### config.mk
export PLATFORM = sky130hd
export DESIGN_NAME = fetch_mem_sequencer
export DESIGN_NICKNAME = d
export VERILOG_FILES = /design/src/rtl/fetch_mem_sequencer_pkg.sv /design/src/rtl/fetch_mem_sequencer_bus_watchdog.sv /design/src/rtl/fetch_mem_sequencer.sv
export SDC_FILE = /design/constraint.sdc
export NUM_CORES = 1
export LEC_CHECK = 0
export CAP_MARGIN = 20
export CORE_ASPECT_RATIO = 1.4
export CORE_MARGIN = 3
export CORE_UTILIZATION = 38
export CTS_BUF_LIST = sky130_fd_sc_hd__clkbuf_4 sky130_fd_sc_hd__clkbuf_8
export CTS_CLUSTER_SIZE = 25
export DETAILED_ROUTE_END_ITERATION = 8
export PLACE_DENSITY = 0.88
export SYNTH_ARGS = -nofsm -noshare
export SYNTH_HDL_FRONTEND = slang
export SYNTH_SLANG_ARGS = --single-unit
### constraint.sdc
create_clock -name clk -period 5.9 [get_ports clk]
set_clock_uncertainty 0.1 [all_clocks]
set_input_delay 1.18 -clock clk [delete_from_list [all_inputs] [get_ports clk]]
set_output_delay 1.18 -clock clk [all_outputs]
set_load 0.01 [all_outputs]
### src/rtl/fetch_mem_sequencer_pkg.sv
// ---------------------------------------------------------------------------
// fetch_mem_sequencer_pkg
//   Shared definitions for the fetch/memory sequencer of the 16-bit core:
//   - seq_state_t : one-hot sequencer state encoding (ST_IDLE .. ST_HALTED)
//   - DATA_W      : core data/address width
//   - TIMEOUT_CYCLES_DEFAULT / timeout_cnt_width() : sizing for the optional
//     bus watchdog (built only when SEQ_BUS_TIMEOUT_EN is defined)
// ---------------------------------------------------------------------------
package fetch_mem_sequencer_pkg;

  localparam int unsigned DATA_W                 = 16;
  localparam int unsigned TIMEOUT_CYCLES_DEFAULT = 255;

  // One-hot so that any corrupted pattern is easy to catch and steer to IDLE.
  typedef enum logic [5:0] {
    ST_IDLE   = 6'b000001,
    ST_FETCH  = 6'b000010,
    ST_EXEC   = 6'b000100,
    ST_MEM    = 6'b001000,
    ST_COMMIT = 6'b010000,
    ST_HALTED = 6'b100000
  } seq_state_t;

  // Width of a counter that must be able to hold the value max_cycles.
  function automatic int unsigned timeout_cnt_width(input int unsigned max_cycles);
    int unsigned w;
    if (max_cycles < 1) w = 1;
    else                w = $clog2(max_cycles + 1);
    return w;
  endfunction

endpackage

### src/rtl/fetch_mem_sequencer_bus_watchdog.sv
// ---------------------------------------------------------------------------
// bus_watchdog
//   Wait-cycle counter for the shared memory port. Counts consecutive cycles
//   in which a request is outstanding without mem_ready, and flags expiry on
//   the cycle whose clock edge brings the count to TIMEOUT_CYCLES.
//   Compiled only when SEQ_BUS_TIMEOUT_EN is defined.
// Ports
//   clk        in   core clock
//   reset      in   asynchronous active-low reset
//   busy       in   sequencer is in FETCH or MEM (mem_req is high)
//   mem_ready  in   memory handshake
//   expired    out  combinational: this cycle is the last allowed wait cycle
//   bus_error  out  sticky timeout flag, cleared only by reset
// ---------------------------------------------------------------------------
`ifdef SEQ_BUS_TIMEOUT_EN
module bus_watchdog
  import fetch_mem_sequencer_pkg::*;
#(
  parameter int unsigned TIMEOUT_CYCLES = TIMEOUT_CYCLES_DEFAULT
) (
  input  logic clk,
  input  logic reset,
  input  logic busy,
  input  logic mem_ready,
  output logic expired,
  output logic bus_error
);

  localparam int unsigned     CNT_W     = timeout_cnt_width(TIMEOUT_CYCLES);
  localparam logic [CNT_W-1:0] LAST_WAIT = CNT_W'(TIMEOUT_CYCLES - 1);

  logic [CNT_W-1:0] count_reg, count_next;
  logic             bus_error_reg, bus_error_next;
  logic             waiting;

  assign waiting = busy && !mem_ready;
  // The count reaches TIMEOUT_CYCLES on this edge; the sequencer abandons the
  // request instead of waiting one more cycle.
  assign expired = waiting && (count_reg == LAST_WAIT);

  always_comb begin
    count_next     = '0;  // zero whenever not waiting -> clear on entry
    bus_error_next = bus_error_reg | expired;
    if (waiting) count_next = count_reg + 1'b1;
  end

  always_ff @(posedge clk or negedge reset) begin
    if (!reset) begin
      count_reg     <= '0;
      bus_error_reg <= 1'b0;
    end else begin
      count_reg     <= count_next;
      bus_error_reg <= bus_error_next;
    end
  end

  assign bus_error = bus_error_reg;

endmodule
`endif

### src/rtl/fetch_mem_sequencer.sv
// ---------------------------------------------------------------------------
// fetch_mem_sequencer
//   Multi-cycle control sequencer for the 16-bit core. Shares one memory port
//   between instruction fetch and LOAD/STOR data access, latches the fetched
//   instruction, and produces the one-cycle clk_en pulse that advances the
//   datapath exactly once per instruction.
//   Sequence: IDLE -> FETCH -> EXEC -> [MEM] -> COMMIT -> FETCH/IDLE/HALTED.
//
// Optional feature macro: SEQ_BUS_TIMEOUT_EN
//   defined   : a bus_watchdog aborts FETCH/MEM after TIMEOUT_CYCLES wait
//               cycles, sets sticky bus_error and parks in HALTED
//   undefined : FETCH/MEM wait indefinitely, bus_error tied to 0
//
// Ports
//   clk, reset                 clock, asynchronous active-low reset
//   run                        1 = keep executing, 0 = park in IDLE after the
//                              current instruction (sampled in IDLE/COMMIT)
//   pc                         fetch address
//   alu_result, regD_data      LOAD/STOR address and STOR data
//   load, store, halt_cmd      decode flags of the latched instruction
//   mem_req/we/addr/wdata      memory request side
//   mem_rdata, mem_ready       memory response side
//   instruction, load_data     latched fetch word and LOAD data
//   wr_load, clk_en            write-back select and datapath advance pulse
//   halted, bus_error          status
// ---------------------------------------------------------------------------
module fetch_mem_sequencer
  import fetch_mem_sequencer_pkg::*;
#(
  parameter int unsigned TIMEOUT_CYCLES = TIMEOUT_CYCLES_DEFAULT
) (
  input  logic              clk,
  input  logic              reset,
  input  logic              run,
  input  logic [DATA_W-1:0] pc,
  input  logic [DATA_W-1:0] alu_result,
  input  logic [DATA_W-1:0] regD_data,
  input  logic              load,
  input  logic              store,
  input  logic              halt_cmd,
  output logic              mem_req,
  output logic              mem_we,
  output logic [DATA_W-1:0] mem_addr,
  output logic [DATA_W-1:0] mem_wdata,
  input  logic [DATA_W-1:0] mem_rdata,
  input  logic              mem_ready,
  output logic [DATA_W-1:0] instruction,
  output logic [DATA_W-1:0] load_data,
  output logic              wr_load,
  output logic              clk_en,
  output logic              halted,
  output logic              bus_error
);

  seq_state_t        state_reg, state_next;
  logic [DATA_W-1:0] instruction_reg, instruction_next;
  logic [DATA_W-1:0] load_data_reg, load_data_next;
  logic              write_sel;
  logic              timeout_hit;

  // State and latches. Request outputs are decoded from state_reg, so an
  // asynchronous reset drops mem_req immediately, abandoning any transfer.
  always_ff @(posedge clk or negedge reset) begin
    if (!reset) begin
      state_reg       <= ST_IDLE;
      instruction_reg <= '0;
      load_data_reg   <= '0;
    end else begin
      state_reg       <= state_next;
      instruction_reg <= instruction_next;
      load_data_reg   <= load_data_next;
    end
  end

  always_comb begin
    state_next       = state_reg;
    instruction_next = instruction_reg;
    load_data_next   = load_data_reg;
    mem_req          = 1'b0;
    mem_we           = 1'b0;
    mem_addr         = '0;
    write_sel        = 1'b0;
    clk_en           = 1'b0;
    wr_load          = 1'b0;
    halted           = 1'b0;

    case (state_reg)
      ST_IDLE: begin
        if (run) state_next = ST_FETCH;
      end

      ST_FETCH: begin
        // pc cannot move here (clk_en is low), so the address stays stable
        // across wait states without a separate address register.
        mem_req  = 1'b1;
        mem_addr = pc;
        if (mem_ready) begin
          instruction_next = mem_rdata;
          state_next       = ST_EXEC;
        end else if (timeout_hit) begin
          state_next = ST_HALTED;
        end
      end

      ST_EXEC: begin
        // One settle cycle so decode flags and alu_result reflect the newly
        // latched instruction before the data access is issued.
        if (load || store) state_next = ST_MEM;
        else               state_next = ST_COMMIT;
      end

      ST_MEM: begin
        mem_req   = 1'b1;
        mem_we    = store;
        write_sel = store;
        mem_addr  = alu_result;
        if (mem_ready) begin
          if (load) load_data_next = mem_rdata;
          state_next = ST_COMMIT;
        end else if (timeout_hit) begin
          state_next = ST_HALTED;
        end
      end

      ST_COMMIT: begin
        clk_en  = 1'b1;
        wr_load = load;
        if (halt_cmd)  state_next = ST_HALTED;
        else if (!run) state_next = ST_IDLE;
        else           state_next = ST_FETCH;
      end

      ST_HALTED: begin
        halted = 1'b1;
      end

      default: begin
        state_next = ST_IDLE;
      end
    endcase
  end

  // Write data is forced to zero on reads and outside MEM.
  genvar gi;
  generate
    for (gi = 0; gi < DATA_W; gi++) begin : g_wdata
      assign mem_wdata[gi] = regD_data[gi] & write_sel;
    end
  endgenerate

  assign instruction = instruction_reg;
  assign load_data   = load_data_reg;

`ifdef SEQ_BUS_TIMEOUT_EN
  logic in_bus;
  assign in_bus = (state_reg == ST_FETCH) || (state_reg == ST_MEM);

  bus_watchdog #(
    .TIMEOUT_CYCLES(TIMEOUT_CYCLES)
  ) u_bus_watchdog (
    .clk       (clk),
    .reset     (reset),
    .busy      (in_bus),
    .mem_ready (mem_ready),
    .expired   (timeout_hit),
    .bus_error (bus_error)
  );
`else
  logic unused_timeout_cfg;
  assign unused_timeout_cfg = (TIMEOUT_CYCLES == 0);
  assign timeout_hit        = 1'b0;
  assign bus_error          = 1'b0;
`endif

endmodule
==> results.json, run 1 <==
{
  "status": "finished, final reports clean",
  "end_kind": "output port",
  "grtUsageTotal_pct": 19.4,
  "drt_pre_antenna_iters": 4,
  "start_util_pct": 39.4,
  "r2r-end": "load_data[4]$_DFFE_PN0P_",
  "clock.fmax_mhz": 249,
  "leakagePower_nw": 1.50,
  "synth-seq-cells": 38,
  "core.rowCount": 30,
  "synth_area_per_cell_um2": 12.3,
  "worstPathRequired_ns": 4.62,
  "grt_pass1_wl_um": 8930,
  "antenna_found_initial": 0,
  "dp_hpwl_um": 4640,
  "peakVddDrop_mv": 0.296,
  "synth_area_leaders": "dfrtp_1, mux2_2, mux2_4",
  "clockBufferDepth": 2,
  "syn_inst": 157,
  "cts.reportedPaths.clkPinSlew_ns": 0.07,
  "synth_mux_area_share_pct": 21.3,
  "yosysSeqAreaShare_pct": 49.5,
  "drt_iter0_drc": 53,
  "cts-root-buf": "clkbuf_8",
  "r2r_cells": 5,
  "clk_latency_ns": 0.28,
  "globalplace.congestion": 0.758,
  "synthesis.nets": 228,
  "io_pins": 141,
  "critPathKind": "in2out",
  "nNetsFinal": 363,
  "synth_xor_area_share_pct": 0.455,
  "vias_per_cell": 5.00,
  "wl_per_cell_um": 16.8,
  "postRouteAntennaNets": 0,
  "synth_top_area_share_pct": 48.1,
  "synthFlopType": "dfrtp_1",
  "drc": 0,
  "grt_pass1_vias": 1816,
  "numCtsBuffers": 5,
  "critPathCapture": "mem_wdata[6]",
  "die_w_um": 66.1,
  "synth_fa_ha_area_share_pct": 0,
  "synth_edf_count": 0,
  "rrSetupSlack_ns": 2.93,
  "seqCellArea_um2": 952,
  "holdPathStages": 1,
  "critPathLaunchType": "input pin",
  "grt_start_max_net_pins": 39,
  "hold_violations": 0,
  "synth-async-reset-ratio_pct": 100,
  "area_growth_pct": 77.2,
  "powerDensity_mw_per_mm2": 333,
  "cts_tree": "yes",
  "cp.arrival_ns": 2.74,
  "final_cells": 355,
  "die_h_um": 90.2,
  "crit_start": "store",
  "fp.dieArea_mm2": 0.00597,
  "max_cap_violations": 0,
  "rsz0062_at_grt": "no",
  "rr_startpoint": "state_reg[1]$_DFFE_PN0P_",
  "synth_compound_area_share_pct": 10.1,
  "insertedDiodeCount": 0,
  "dp_cells": 348,
  "tightestPinTransition_ns": 0.988,
  "cts.sinks": 38,
  "grt_remaining_overflow": 0,
  "ctsHoldBuffers": 0,
  "routed_wl_um": 5960,
  "critPathMaxFanout": 19,
  "portBuffers": 139,
  "yosysWarnings": 0,
  "hp-class": "reg2reg",
  "yosys.area.top_type": "dfrtp_1",
  "setup-tns-final_ns": 0,
  "cts_setup_buffers": 0,
  "fillerInstances": 370,
  "fin_crit_ns": 4.02,
  "multi_input_area_um2": 882,
  "drive_above_1_share_pct": 15.8,
  "min-delay-start": "instruction[9]$_DFFE_PN0P_",
  "synth_top_family_by_area": "multiplexers",
  "ys_types": 36,
  "core-area_mm2": 0.00488,
  "netlist_area_mm2": 0.00192,
  "slew_viol_final": 0,
  "yosys.area_share.simple_pct": 13.8,
  "post_cts_resized": 0,
  "final-setup-viol-count": 0,
  "max-slew-margin-rel_pct": 34.1,
  "vias": 1774,
  "cts_htree_levels": 2,
  "period_share_pct": 68.2
}
## layer usage
metal | track usage (%) | vias up | wire length, um
met5 | 0 | - | 0
met4 | 4.58 | 0 | 34
met2 | 34.1 | 110 | 3000
met3 | 9.50 | 5 | 886
met1 | 20.0 | 825 | 2050
li1 | - | 834 | -
## worst max-delay path, cell delays in order
cell and delay, ns:
clkdlybuf4s50_1 0.75, and3_1 0.26, clkdlybuf4s50_1 0.55
## report_power, final
group / switching, mW / total, mW / internal (mW)
logic: 0.202 / 0.553 / 0.351
clock network: 0.0793 / 0.169 / 0.0900
registers: 0.0584 / 0.411 / 0.353
## through the flow
step | cell area [um2] | total power [mW] | utilization, % | worst slack, ns | hold WS (ns)
after floorplan | 1920 | 0.661 | - | 2.94 | 0.450
final | 3410 | 1.13 | 69.9 | 1.88 | 0.407
after global placement | 3310 | 0.954 | 67.9 | 1.88 | 0.388
after detailed placement | 3310 | 0.971 | 67.9 | 1.85 | 0.392
after CTS | 3390 | 1.15 | 69.6 | 1.55 | 0.408
after global routing | 3410 | 1.20 | 69.9 | 1.78 | 0.425
## worst min-delay path by stage
stage                                 end  slack [ns]
5_1_grt          load_data[2]$_DFFE_PN0P_        0.43
2_1_floorplan  instruction[0]$_DFFE_PN0P_        0.45
4_1_cts        instruction[9]$_DFFE_PN0P_        0.41
3_5_place_dp     load_data[6]$_DFFE_PN0P_        0.39
6_report       instruction[9]$_DFFE_PN0P_        0.41
3_3_place_gp   instruction[7]$_DFFE_PN0P_        0.39
## cell type report
class                   instances  area share (%)
clock buffers                   6            2.42
well taps                      64            2.35
multi-input cells             104            25.9
repair buffers                140            41.1
inverters                       3           0.330
flip-flops and latches         38            27.9
## cell usage after synthesis, drive strengths merged (2+ instances only)
cell and count:
a22o 16, buf 7, nand2 4, nand3 2, mux2 33, nor3 4, and2 2, nor2 4
nand3b 2, o21ai 3, and3 17, a21oi 2, nor2b 3, dfrtp 37, clkbuf 5, inv 3
## cell usage in the layout (no fill, tap or decap), drive strengths merged, types with 2 or more instances in the layout
cell / netlist / routed
nor2b: 3 / 3
nand3: 2 / 2
nor3: 4 / 4
and2: 2 / 2
clkdlybuf4s50: 0 / 138
nand3b: 2 / 2
a22o: 16 / 16
and3: 17 / 17
dfrtp: 37 / 37
a21oi: 2 / 2
buf: 7 / 2
o21ai: 3 / 3
mux2: 33 / 33
clkbuf: 5 / 6
nor2: 4 / 4
nand2: 4 / 4
inv: 3 / 3
## kinds of logic (layout without fill, tap and decap cells)
family / after synthesis / count (layout)
buf+inv: 15 / 149
flops: 38 / 38
simple gates: 44 / 44
other cells: 1 / 1
compound gates: 25 / 25
xor+xnor: 1 / 1
mux: 33 / 33
(Power assumes the default switching activity.)
==> run 2, diff against run 1 <==
Settings changed: CORE_UTILIZATION 38 to 35, PLACE_DENSITY 0.88 to 0.82.
Clock period 5.9 ns to 3.7 ns, I/O delays scaled along.
==> run 2 against run 1 <==
Final area is 2.1% higher. Global-route usage is 0.26 points lower. Die area up 7.9%. Count of clock-buffer cells in the layout unchanged. Largest cell class unchanged. Highest routed layer unchanged.
==> results.json, run 2 (synthesis results as in run 1) <==
{
  "nNetsFinal": 365,
  "final_cells": 361,
  "drt_pre_antenna_iters": 4,
  "rrSetupSlack_ns": 1.46,
  "grt_pass1_vias": 1897,
  "fp.dieArea_mm2": 0.00644,
  "grt_start_max_net_pins": 39,
  "seqCellArea_um2": 952,
  "final_common_cell": "clkdlybuf4s50_1",
  "clkPwrFrac_pct": 22.0,
  "status": "finished, final reports clean",
  "cts.sinks": 38,
  "cts_htree_levels": 2,
  "cts_setup_buffers": 0,
  "r2r_cells": 5,
  "dp_cells": 353,
  "core-area_mm2": 0.00524,
  "max_cap_violations": 0,
  "cts-root-buf": "clkbuf_8",
  "critPathKind": "reg2out",
  "vias": 1805,
  "start_util_pct": 36.8,
  "fin_crit_ns": 3.39,
  "intPower_mw": 1.41,
  "min-delay-start": "instruction[10]$_DFFE_PN0P_",
  "drc": 0,
  "critPathMaxFanout": 33,
  "multi_input_area_um2": 882,
  "rr_startpoint": "state_reg[1]$_DFFE_PN0P_",
  "portBuffers": 139,
  "final_cell_mix": "clkdlybuf4s50_1, dfrtp_1, mux2_2",
  "die_h_um": 93.7,
  "critPathLaunchType": "register",
  "fillerInstances": 425,
  "placed_area_mm2": 0.00334,
  "postRouteAntennaNets": 0,
  "post_cts_resized": 0,
  "insertedDiodeCount": 0,
  "wl_per_cell_um": 16.9,
  "setup-tns-final_ns": 0,
  "grt_pass1_wl_um": 9090,
  "drive_above_1_share_pct": 16.9,
  "grtUsageTotal_pct": 19.1,
  "seq_power_share_pct": 33.1,
  "die_w_um": 68.7,
  "final_util_pct": 66.5,
  "fin_area_mm2": 0.00348,
  "final-setup-viol-count": 0,
  "cts_tree": "yes",
  "clock.fmax_mhz": 295,
  "end_kind": "output port",
  "cp.arrival_ns": 2.55,
  "clk_latency_ns": 0.29,
  "powerDensity_mw_per_mm2": 566,
  "vias_per_cell": 5.00,
  "min_to": "instruction[10]$_DFFE_PN0P_",
  "comb_power_share_pct": 44.9,
  "core.rowCount": 31,
  "power.switching_mw": 0.556,
  "peakVddDrop_mv": 0.525,
  "cts.reportedPaths.clkPinSlew_ns": 0.08,
  "io_pins": 141,
  "dp_hpwl_um": 4890,
  "hp-class": "reg2reg",
  "switching_share_pct": 28.2,
  "numCtsBuffers": 5,
  "r2r-end": "load_data[3]$_DFFE_PN0P_",
  "worstPathRequired_ns": 2.86,
  "grt_remaining_overflow": 0,
  "ctsHoldBuffers": 0,
  "rsz0062_at_grt": "no",
  "area_growth_pct": 80.8,
  "slew_viol_final": 0,
  "period_share_pct": 91.6,
  "hold_violations": 0,
  "routed_wl_um": 6110,
  "holdPathStages": 1,
  "max-slew-margin-rel_pct": 44.6,
  "leakagePower_nw": 1.54,
  "clockBufferDepth": 2,
  "total_power_mw": 1.97,
  "tightestPinTransition_ns": 0.831,
  "antenna_found_initial": 0,
  "globalplace.congestion": 0.797,
  "drt_iter0_drc": 31
}
-- run 2: changes by cell type in the layout (fill, tap and decap cells not counted), sizes merged --
cell	previous run	this run
buf	2	4
bufinv	0	2
-- run 2: worst max-delay path, stage by stage, from the launching register on --
cell and delay (ns):
dfrtp_1 0.46, or4_4 0.58, nor2b_2 0.16, buf_4 0.30, and3_1 0.21, clkdlybuf4s50_1 0.55
-- run 2: worst max-delay path by stage --
stage,start,to
floorplan,state_reg[1]$_DFFE_PN0P_,mem_wdata[6]
global placement,state_reg[1]$_DFFE_PN0P_,mem_addr[15]
detailed placement,store,mem_wdata[0]
CTS,state_reg[1]$_DFFE_PN0P_,mem_wdata[0]
global route,state_reg[1]$_DFFE_PN0P_,mem_wdata[0]
finish,state_reg[1]$_DFFE_PN0P_,mem_wdata[0]
-- run 2: metrics by stage --
step	hold slack (ns)	worst slack, ns
3_5_place_dp	0.396	0.598
3_3_place_gp	0.386	0.667
5_1_grt	0.432	0.185
6_report	0.406	0.311
2_1_floorplan	0.344	1.18
4_1_cts	0.410	0.293
-- run 2: power groups by stage --
stage,Combinational (mW),Clock (mW),Sequential (mW)
after floorplan,0.348,0,0.706
after global placement,0.878,0,0.650
after detailed placement,0.895,0,0.657
after CTS,0.899,0.449,0.653
after global routing,0.950,0.466,0.672
final,0.885,0.434,0.651
-- run 2: final cells by class --
class | count | share of cell area, %
Timing Repair Buffer | 142 | 40.5
Multi-Input combinational cell | 104 | 25.4
Tap cell | 66 | 2.37
Inverter | 3 | 0.324
Clock inverter | 2 | 1.73
Clock buffer | 6 | 2.37
Sequential cell | 38 | 27.4
-- run 2: per-layer routing --
| layer | vias to the layer above | track usage [%] | wire length, um |
|---|---|---|---|
| met5 | - | 0 | 0 |
| met4 | 0 | 7.79 | 132 |
| met3 | 10 | 7.90 | 863 |
| met2 | 111 | 32.7 | 2920 |
| met1 | 837 | 19.9 | 2190 |
| li1 | 847 | - | - |
